`config.mk`:
```
export PLATFORM = sky130hd
export DESIGN_NAME = fetch_refill_engine
export DESIGN_NICKNAME = d
export VERILOG_FILES = /design/src/rtl/fetch_refill_engine.sv
export SDC_FILE = /design/constraint.sdc
export NUM_CORES = 1
export LEC_CHECK = 0
export BUFFER_PORTS_ARGS = -buffer_cell sky130_fd_sc_hd__buf_4
export CORE_AREA = 5 5 216 218
export CTS_CLUSTER_DIAMETER = 200
export DETAILED_ROUTE_END_ITERATION = 10
export DIE_AREA = 0 0 221 223
export HOLD_SLACK_MARGIN = 0.12
export PLACE_DENSITY = 0.53
export SETUP_SLACK_MARGIN = 0.05
export SLEW_MARGIN = 25
export SYNTH_ARGS = -nofsm -noshare
export SYNTH_HDL_FRONTEND = slang
export SYNTH_SLANG_ARGS = --single-unit
```
`constraint.sdc`:
```
create_clock -name clk -period 2.3 [get_ports clk]
set_input_delay 0.46 -clock clk [delete_from_list [all_inputs] [get_ports clk]]
set_output_delay 0.46 -clock clk [all_outputs]
set_load 0.1 [all_outputs]
```
`src/rtl/fetch_refill_engine.sv`:
```
// Fetch-stage result driver: returns the requested instruction from the hit line,
// or refills the line over an AXI INCR burst, optionally forwarding the target word early.
module fetch_refill_engine #(
   parameter int LINE_WORDS = 4,
   parameter int SETS       = 8,
   parameter int WAYS       = 8,
   parameter bit EARLY_FWD  = 1'b1,
   localparam int OFF_W     = $clog2(LINE_WORDS * 4),
   localparam int IDX_W     = $clog2(SETS),
   localparam int TAG_W     = 32 - IDX_W - OFF_W,
   localparam int WAY_W     = $clog2(WAYS)
) (
   input  logic                    clk,
   input  logic                    rst_n,
   input  logic                    valid_pre_i,
   output logic                    ready_pre_o,
   input  logic [31:0]             araddr_i,
   input  logic                    hit_i,
   input  logic [32*LINE_WORDS-1:0] hit_line_i,
   input  logic                    pvalid_i,
   input  logic                    ptaken_i,
   input  logic [31:0]             ptarget_i,
   output logic                    valid_post_o,
   input  logic                    ready_post_i,
   output logic [31:0]             pc_o,
   output logic [31:0]             inst_o,
   output logic                    fault_o,
   output logic                    pvalid_o,
   output logic                    ptaken_o,
   output logic [31:0]             ptarget_o,
   input  logic                    hold_i,
   input  logic                    is_csr_i,
   input  logic                    commit_csr_i,
   input  logic                    flush_i,
   output logic                    wen_o,
   output logic [IDX_W-1:0]        windex_o,
   output logic [WAY_W-1:0]        wway_o,
   output logic [TAG_W-1:0]        wtag_o,
   output logic [32*LINE_WORDS-1:0] wdata_o,
   output logic                    io_master_arvalid,
   input  logic                    io_master_arready,
   output logic [31:0]             io_master_araddr,
   output logic [3:0]              io_master_arid,
   output logic [7:0]              io_master_arlen,
   output logic [2:0]              io_master_arsize,
   output logic [1:0]              io_master_arburst,
   input  logic                    io_master_rvalid,
   output logic                    io_master_rready,
   input  logic [31:0]             io_master_rdata,
   input  logic [1:0]              io_master_rresp,
   input  logic                    io_master_rlast,
   input  logic [3:0]              io_master_rid,
   output logic [2:0]              state_o
);

   localparam int WI_W  = OFF_W - 2;
   localparam int CNT_W = WI_W + 1;

   typedef enum logic [2:0] {
      IDLE     = 3'd0,
      AR       = 3'd1,
      R        = 3'd2,
      LWR      = 3'd3,
      HIT_OUT  = 3'd4,
      MISS_OUT = 3'd5,
      CSR_WAIT = 3'd6,
      DRAIN    = 3'd7
   } state_e;

   state_e            state_q;
   logic [31:0]       pc_q;
   logic              pvalid_q, ptaken_q;
   logic [31:0]       ptarget_q;
   logic [31:0]       buf_q [LINE_WORDS];
   logic [CNT_W-1:0]  cnt_q;
   logic              err_q, delivered_q, drop_q, csr_q;
   logic [15:0]       lfsr_q;

   logic [WI_W-1:0]   word_idx;
   logic              fwd_ok, post_hs, fwd_hs;
   logic [15:0]       lfsr_next;
   logic              unused_rid;

   assign word_idx  = pc_q[OFF_W-1:2];
   // Early forward only once the target beat is already stored, so inst_o is a register read.
   assign fwd_ok    = EARLY_FWD && (state_q == R) && !delivered_q && ({1'b0, word_idx} < cnt_q);
   assign valid_post_o = ((state_q == HIT_OUT) || (state_q == MISS_OUT) || fwd_ok) && !hold_i && !flush_i;
   assign post_hs   = valid_post_o && ready_post_i;
   assign fwd_hs    = post_hs && (state_q == R);
   assign lfsr_next = {lfsr_q[0] ^ lfsr_q[2] ^ lfsr_q[3] ^ lfsr_q[5], lfsr_q[15:1]};
   assign unused_rid = ^io_master_rid;

   assign ready_pre_o       = (state_q == IDLE);
   assign io_master_arvalid = (state_q == AR);
   assign io_master_araddr  = {pc_q[31:OFF_W], {OFF_W{1'b0}}};
   assign io_master_arid    = 4'd0;
   assign io_master_arlen   = 8'(LINE_WORDS - 1);
   assign io_master_arsize  = 3'b010;
   assign io_master_arburst = 2'b01;
   assign io_master_rready  = (state_q == R) || (state_q == DRAIN);

   assign wen_o    = (state_q == LWR) && !err_q;
   assign windex_o = pc_q[OFF_W+IDX_W-1:OFF_W];
   assign wtag_o   = pc_q[31:OFF_W+IDX_W];
   assign wway_o   = lfsr_q[WAY_W-1:0];

   assign pc_o      = pc_q;
   assign inst_o    = buf_q[word_idx];
   assign fault_o   = err_q;
   assign pvalid_o  = pvalid_q;
   assign ptaken_o  = ptaken_q;
   assign ptarget_o = ptarget_q;
   assign state_o   = state_q;

   always_comb begin
      wdata_o = '0;
      for (int i = 0; i < LINE_WORDS; i++) wdata_o[32*i +: 32] = buf_q[i];
   end

   // NOTE: state uses non-blocking assignments so every branch sees the pre-edge values.
   always_ff @(posedge clk or negedge rst_n) begin
      if (!rst_n) begin
         state_q     <= IDLE;
         pc_q        <= '0;
         pvalid_q    <= 1'b0;
         ptaken_q    <= 1'b0;
         ptarget_q   <= '0;
         cnt_q       <= '0;
         err_q       <= 1'b0;
         delivered_q <= 1'b0;
         drop_q      <= 1'b0;
         csr_q       <= 1'b0;
         lfsr_q      <= 16'hACE1;
         // NOTE: the line buffer is small and drives wdata_o, so it is reset to keep outputs defined.
         for (int i = 0; i < LINE_WORDS; i++) buf_q[i] <= '0;
      end else begin
         case (state_q)
            IDLE: if (valid_pre_i) begin
               pc_q        <= araddr_i;
               pvalid_q    <= pvalid_i;
               ptaken_q    <= ptaken_i;
               ptarget_q   <= ptarget_i;
               err_q       <= 1'b0;
               delivered_q <= 1'b0;
               drop_q      <= 1'b0;
               csr_q       <= 1'b0;
               cnt_q       <= '0;
               for (int i = 0; i < LINE_WORDS; i++) buf_q[i] <= hit_line_i[32*i +: 32];
               state_q     <= hit_i ? HIT_OUT : AR;
            end
            AR: begin
               if (flush_i) drop_q <= 1'b1;
               if (io_master_arready) begin
                  lfsr_q  <= lfsr_next;
                  state_q <= (drop_q || flush_i) ? DRAIN : R;
               end
            end
            R, DRAIN: begin
               if (fwd_hs) begin
                  delivered_q <= 1'b1;
                  csr_q       <= is_csr_i;
               end
               if (state_q == R && flush_i && !delivered_q) begin
                  drop_q  <= 1'b1;
                  state_q <= DRAIN;
               end
               if (io_master_rvalid) begin
                  if (cnt_q < CNT_W'(LINE_WORDS)) begin
                     buf_q[cnt_q[WI_W-1:0]] <= io_master_rdata;
                     cnt_q <= cnt_q + CNT_W'(1);
                  end
                  if (io_master_rresp != 2'b00) err_q <= 1'b1;
                  if (io_master_rlast) begin
                     cnt_q   <= '0;
                     state_q <= LWR;
                  end
               end
            end
            LWR: begin
               if (drop_q)           state_q <= IDLE;
               else if (delivered_q) state_q <= csr_q ? CSR_WAIT : IDLE;
               else                  state_q <= MISS_OUT;
            end
            HIT_OUT, MISS_OUT: begin
               if (flush_i)      state_q <= IDLE;
               else if (post_hs) state_q <= is_csr_i ? CSR_WAIT : IDLE;
            end
            CSR_WAIT: if (commit_csr_i) state_q <= IDLE;
            default: state_q <= IDLE;
         endcase
      end
   end

endmodule

```
==> PnR_summary.wiki, run 1 <==
{| class="wikitable"
! Metric !! Value
|-
| Result of the run || complete, but fails checks
|-
| Failing checks || negative setup slack
|-
| Critical path peak fanout || 3
|-
| Deepest clock path buffer count || 3
|-
| Core ar. || 44,700 sq um
|-
| DP Worst Slack || 108 ps
|-
| Antenna Nets Post-Route || 0
|-
| Number of violations reported at the end of detailed-routing iteration 0 || 655
|-
| Final wirelength || 47,300 microns
|-
| Proportion of synthesized chip area in sequential cells || 48.5%
|-
| Via count of the first global-routing pass || 10,700
|-
| Area enclosed by the die boundary || 49,300 sq um
|-
| Clock sink count || 220
|-
| Final-report setup violation count || 33
|-
| Commonest cells after routing, fill and taps aside || sky130_fd_sc_hd__buf_4, sky130_fd_sc_hd__dfrtp_1, sky130_fd_sc_hd__nand2_1, sky130_fd_sc_hd__nor2_1, sky130_fd_sc_hd__nand3_1
|-
| RSZ-0062 raised after global routing || true
|-
| Final setup slack of the worst path || -245 ps
|-
| All-layer global routing usage || 18.0%
|-
| Final net count || 1,887
|-
| GR Overflow Total || 0
|-
| Total iterations of the first detailed-routing run || 5
|-
| Finished Core Util || 39.4%
|-
| Min-Delay Path Class || primary input to flip-flop
|-
| Upper clock frequency limit || 393 MHz
|-
| Final Instance Count excl. Fillers || 2,259
|-
| Endpoint class of the critical path || primary output
|-
| Actual transition at the worst max-transition pin || 534 ps
|-
| Warning count from the yosys run || 0
|-
| Wire length of the first global-routing pass || 69,900 microns
|-
| Setup crit start kind || flip-flop
|-
| Number of antenna violations at the first check in global routing || 2
|-
| Count of final max-slew check failures || 0
|-
| Period minus WS final || 2540 ps
|-
| Post-Synthesis Cells || 1,123
|-
| Layout cell share with drive strength beyond 1 || 47.4%
|-
| Placed cell count || 2,144
|-
| Number of enable flip-flop cells after synthesis || 0
|-
| Largest net degree at the start of global routing || 90
|-
| Vias post-DR || 10,700
|-
| Largest area contributor in the netlist || sky130_fd_sc_hd__dfrtp_1
|-
| Synth unique cells || 52
|-
| Final setup skew || 17.9 ps
|-
| Final hold viol count || 0
|-
| Die height || 223 microns
|-
| WS Path Type || flip-flop to primary output
|-
| Sum of net half-perimeters after detailed placement || 33,300 microns
|-
| Portion of synthesized cell area occupied by the leading cell type || 46.7%
|-
| Clock input transition at the sequential cells of the worst setup and hold paths || 60 ps
|-
| Number of synthesized register bits || 220
|-
| Aggregate negative setup slack || -5970 ps
|-
| Synthesized area || 11,400 sq um
|-
| Clock tree from TritonCTS || yes
|-
| Synthesis-to-finish area growth || 54.9%
|-
| CTS HTree Levels || 1
|-
| Drc violations || 0
|-
| Die boundary width || 221 microns
|-
| IO Port Bufs || 533
|-
| Avg Inst Size Synth || 10.1 sq um
|-
| Per-cell routed wire length || 20.9 microns
|-
| Fraction of the cycle the final worst path needs || 111%
|-
| Leading cell types by total area after synthesis || sky130_fd_sc_hd__dfrtp_1, sky130_fd_sc_hd__mux2_2, sky130_fd_sc_hd__a31oi_1
|-
| Source-to-sink clock delay at the later pin of the worst-skew pair || 550 ps
|-
| CP arrival || 2080 ps
|-
| Data required time of the critical path || 1840 ps
|-
| CTS Root Cell || sky130_fd_sc_hd__clkbuf_16
|-
| Maxcap violations || 0
|-
| Most frequent standard cell in the layout excluding fill and tap cells || sky130_fd_sc_hd__buf_4
|-
| Worst slew slack as a fraction of its limit || 64.4%
|-
| Number of vias per cell after detailed routing || 4.73
|-
| Async set or reset register ratio after synthesis || 100%
|-
| CTS buffer count || 27
|-
| Count of boundary I/O pins || 559
|-
| Placer Congestion || 0.843
|-
| Initial standard-cell utilization of the core || 25.4%
|-
| Commonest register cell after synthesis || sky130_fd_sc_hd__dfrtp_1
|-
| Row count || 78
|}
## sequential cells by signal (all words and copies together) (netlist names)
signal and count:
cnt_q 3, csr_q 1, delivered_q 1, drop_q 1, fault_o 1, lfsr_q 16, pc_o 32, ptaken_o 1
ptarget_o 32, pvalid_o 1, state_o 3, wdata_o 128
## worst max-delay path, cell delays in order, from the launching register on
cell	delay (ps)
sky130_fd_sc_hd__dfrtp_1	410
sky130_fd_sc_hd__inv_2	100
sky130_fd_sc_hd__ha_4	210
sky130_fd_sc_hd__a21oi_4	130
sky130_fd_sc_hd__o211ai_1	160
sky130_fd_sc_hd__a211oi_4	300
sky130_fd_sc_hd__buf_12	210
## path summary, 6_finish.rpt
path                                from       endpoint  slack (ps)  cells after the start
max                             cnt_q[1]   valid_post_o        -240                      6
min                        ptarget_i[12]  ptarget_o[12]         150                      2
min in group asynchronous          rst_n   ptarget_o[9]         440                      2
max reg2reg                   state_o[2]    wdata_o[62]         170                      8
max in group asynchronous          rst_n    wdata_o[84]        1100                      3
min reg2reg                   lfsr_q[12]     lfsr_q[12]         490                      1
## repair_timing
item,4_1_cts,5_1_grt
resized for setup,76,7
setup buffers,13,5
pin swaps,6,3
hold buffers,44,0
hold endpoints to repair,85,0
gates cloned,3,1
setup endpoints to repair,36,72
## area by class of cell
| class | count | area (sq um) |
|---|---|---|
| diodes | 1 | 2.50 |
| flip-flops and latches | 220 | 5530 |
| well taps | 600 | 751 |
| inverters | 9 | 41.3 |
| repair buffers | 643 | 5490 |
| fillers | 4463 | 27100 |
| multi-input cells | 737 | 4910 |
| clock buffers | 38 | 767 |
| clock inverters | 11 | 114 |
## metal layers
layer,track usage [%],wire length [microns],up-vias
li1,-,-,4913
met1,23.1,19400,5231
met2,31.1,23700,464
met3,4.11,3030,65
met4,4.26,1140,2
met5,0,14,-
## synth_stat cells, types with 2 or more instances
cell type                  count
sky130_fd_sc_hd__dfrtp_1     212
sky130_fd_sc_hd__nor2_1      137
sky130_fd_sc_hd__nand2_1     135
sky130_fd_sc_hd__nand3_1     131
sky130_fd_sc_hd__a31oi_1     129
sky130_fd_sc_hd__buf_4        89
sky130_fd_sc_hd__mux2_2       73
sky130_fd_sc_hd__buf_2        39
sky130_fd_sc_hd__clkbuf_1     34
sky130_fd_sc_hd__mux4_2       32
sky130_fd_sc_hd__mux2_1       10
sky130_fd_sc_hd__a21oi_1       9
sky130_fd_sc_hd__buf_6         9
sky130_fd_sc_hd__dfstp_2       8
sky130_fd_sc_hd__inv_1         8
sky130_fd_sc_hd__o21ai_0       6
sky130_fd_sc_hd__buf_1         5
sky130_fd_sc_hd__ha_1          5
sky130_fd_sc_hd__nor2b_1       5
sky130_fd_sc_hd__nor3_1        3
sky130_fd_sc_hd__nor3b_1       3
sky130_fd_sc_hd__xnor2_1       3
sky130_fd_sc_hd__a21o_1        2
sky130_fd_sc_hd__a31o_1        2
sky130_fd_sc_hd__a31o_2        2
sky130_fd_sc_hd__conb_1        2
sky130_fd_sc_hd__nand2b_1      2
sky130_fd_sc_hd__o211ai_1      2
sky130_fd_sc_hd__o22ai_1       2
sky130_fd_sc_hd__o32ai_1       2
## stage by stage
stage	instance area (sq um)	hold WS, ps
4_1_cts	17500	120
3_5_place_dp	15700	417
5_1_grt	17600	131
2_1_floorplan	11600	164
3_3_place_gp	15700	409
6_report	17600	151
## kinds of logic after synthesis
family                     after synthesis  share of synthesized area (%)
and+or+nand+nor                        424                           16.3
xor gates and xnor gates                 4                          0.473
muxes                                  116                           14.6
adders and majority gates                5                          0.550
buffers and inverters                  185                           10.1
DFF                                    220                           48.5
other                                    2                         0.0661
AOI/OAI and AO/OA                      167                           9.42
Power of run 1 is left out: the tool's default activity adds up to more than one toggle a clock period on the data nets, which glitch-free logic cannot reach.
==> run 2: changes to the inputs <==
==> constraint.sdc (replaced) <==
create_clock -name clk -period 2.8 [get_ports clk]
set_input_delay 0.56 -clock clk [delete_from_list [all_inputs] [get_ports clk]]
set_output_delay 0.56 -clock clk [all_outputs]
set_load 0.1 [all_outputs]
==> run 2 against run 1 <==
The run now ends clean. Global-route usage is 0.61 points lower. Count of clock-buffer cells in the layout is 1 higher. Worst hold slack better by 95 ps. Final cell count is 3.0% lower. Critical path type unchanged. Highest routed layer is now met4.
==> PnR_summary.wiki, run 2 (synthesis gave the netlist of run 1 again) <==
{| class="wikitable"
! Metric !! Value
|-
| Result of the run || completed
|-
| GR Overflow Total || 0 (unchanged)
|-
| Most frequent standard cell in the layout excluding fill and tap cells || sky130_fd_sc_hd__buf_4
|-
| Count of final max-slew check failures || 0 (unchanged)
|-
| Wire length of the first global-routing pass || 68,000 microns (-2.7%)
|-
| Aggregate negative setup slack || 0 ps (+5970 ps)
|-
| Area enclosed by the die boundary || 49,300 sq um (unchanged)
|-
| Largest net degree at the start of global routing || 97 (+7.8%)
|-
| Final-report setup violation count || 0 (-100%)
|-
| CTS Root Cell || sky130_fd_sc_hd__clkbuf_16
|-
| Core ar. || 44,700 sq um (unchanged)
|-
| Actual transition at the worst max-transition pin || 800 ps (+266 ps)
|-
| Number of antenna violations at the first check in global routing || 0 (-2)
|-
| Sum of net half-perimeters after detailed placement || 32,700 microns (-1.6%)
|-
| Final net count || 1,818 (-3.7%)
|-
| CTS HTree Levels || 1 (unchanged)
|-
| Number of antenna repair diodes || 0 (-1)
|-
| Row count || 78 (unchanged)
|-
| DP Worst Slack || 442 ps (+334 ps)
|-
| Critical path peak fanout || 14 (+11)
|-
| IO Port Bufs || 533 (unchanged)
|-
| Met2 wirelength from detailed routing || 22,600 microns (-4.4%)
|-
| CTS buffer count || 28 (+3.7%)
|-
| Deepest clock path buffer count || 3 (unchanged)
|-
| Clock tree from TritonCTS || yes
|-
| Data required time of the critical path || 2240 ps (+400 ps)
|-
| WS Path Type || flip-flop to primary output
|-
| Endpoint class of the critical path || primary output
|-
| Placer Congestion || 0.823 (-2.4%)
|-
| Drc violations || 0 (unchanged)
|-
| Clock input transition at the sequential cells of the worst setup and hold paths || 60 ps (about the same)
|-
| Final setup slack of the worst path || 114 ps (+359 ps)
|-
| Maxcap violations || 0 (unchanged)
|-
| Non-Filler Cell Area, Final || 16,700 sq um (-4.9%)
|-
| Initial standard-cell utilization of the core || 25.4% (unchanged)
|-
| WL met3 || 2710 microns (-11%)
|-
| Wire length the detailed router placed on met1 || 19,200 microns (-1.2%)
|-
| Final setup skew || 14.3 ps (-3.56 ps)
|-
| Max reg flops || 128 (unchanged)
|-
| Synthesis-to-finish area growth || 47.3%
|-
| Antenna Nets Post-Route || 0 (unchanged)
|-
| Post-placement cell area || 15,500 sq um (-1.2%)
|-
| Die height || 223 microns (unchanged)
|-
| Vias post-DR || 10,400 (-3.0%)
|-
| Number of vias per cell after detailed routing || 4.73 (about the same)
|-
| Top routing layer in use || met4
|-
| All-layer global routing usage || 17.4% (-0.61 points)
|-
| Final hold viol count || 0 (unchanged)
|-
| Layout cell share with drive strength beyond 1 || 47.6% (+0.24 points)
|-
| Per-cell routed wire length || 20.8 microns (-0.59%)
|-
| CP arrival || 2130 ps (+50 ps)
|-
| Via count of the first global-routing pass || 10,500 (-2.1%)
|-
| Total iterations of the first detailed-routing run || 4 (-1)
|-
| Source-to-sink clock delay at the later pin of the worst-skew pair || 550 ps (about the same)
|-
| Count of boundary I/O pins || 559 (unchanged)
|-
| Worst slew slack as a fraction of its limit || 45.3% (-19 points)
|-
| Min-Delay Path Class || primary input to flip-flop
|-
| Setup crit start kind || flip-flop
|-
| Upper clock frequency limit || 372 MHz
|-
| Clock sink count || 220 (unchanged)
|-
| RSZ-0062 raised after global routing || true
|-
| Commonest cells after routing, fill and taps aside || sky130_fd_sc_hd__buf_4, sky130_fd_sc_hd__dfrtp_1, sky130_fd_sc_hd__nor2_1
|-
| Fraction of the cycle the final worst path needs || 95.9%
|-
| Die boundary width || 221 microns (unchanged)
|-
| Number of violations reported at the end of detailed-routing iteration 0 || 908 (+39%)
|-
| Period minus WS final || 2690 ps
|-
| Final wirelength || 45,600 microns (-3.6%)
|}
[run 2: final timing paths]
check / from / to / slack [ps] / depth (start not counted)
min in group asynchronous: rst_n / pc_o[31] / 610 / 2
max in group asynchronous: rst_n / wdata_o[7] / 1360 / 3
min reg2reg: lfsr_q[14] / lfsr_q[14] / 480 / 1
max: pc_o[2] / inst_o[26] / 110 / 4
min: ptarget_i[27] / ptarget_o[27] / 250 / 2
max reg2reg: state_o[0] / wdata_o[114] / 620 / 6
[run 2: what timing repair did]
action / 4_1_cts / 5_1_grt
setup buffers: 3 / 5
endpoints found under the hold margin: 69 / 0
pin swaps: 1 / 3
endpoints found under the setup margin: 32 / 11
gates resized for setup: 9 / 4
cloned: 1 / 0
hold buffers: 1 / 0
[run 2: cell type report]
cell class,count,area (sq um)
Fill cell,4543,28000
Sequential cell,220,5530
Multi-Input combinational cell,737,4880
Timing Repair Buffer,573,4520
Clock buffer,39,813
Tap cell,600,751
Clock inverter,13,223
Inverter,9,36.3
[run 2: routing by layer]
layer / vias to the layer above / GRT usage, %
li1: 4769 / -
met4: 0 / 3.70
met3: 52 / 3.67
met1: 5140 / 22.8
met2: 396 / 29.9
met5: - / 0
[run 2: metrics by stage]
stage | hold WS (ps) | std cells | utilization, %
final | 246 | 2191 | 37.5
after global routing | 207 | 2191 | 37.5
after CTS | 207 | 2186 | 37.3
after detailed placement | 472 | 2129 | 34.8
after global placement | 466 | 2129 | 34.8
after floorplan | 264 | 1142 | -
[run 2: critical path: stages (launching register included)]
cell,delay (ps)
sky130_fd_sc_hd__dfrtp_4,490
sky130_fd_sc_hd__buf_12,130
sky130_fd_sc_hd__buf_16,180
sky130_fd_sc_hd__mux4_2,510
sky130_fd_sc_hd__buf_4,250
Power of run 2 is left out for the same reason.
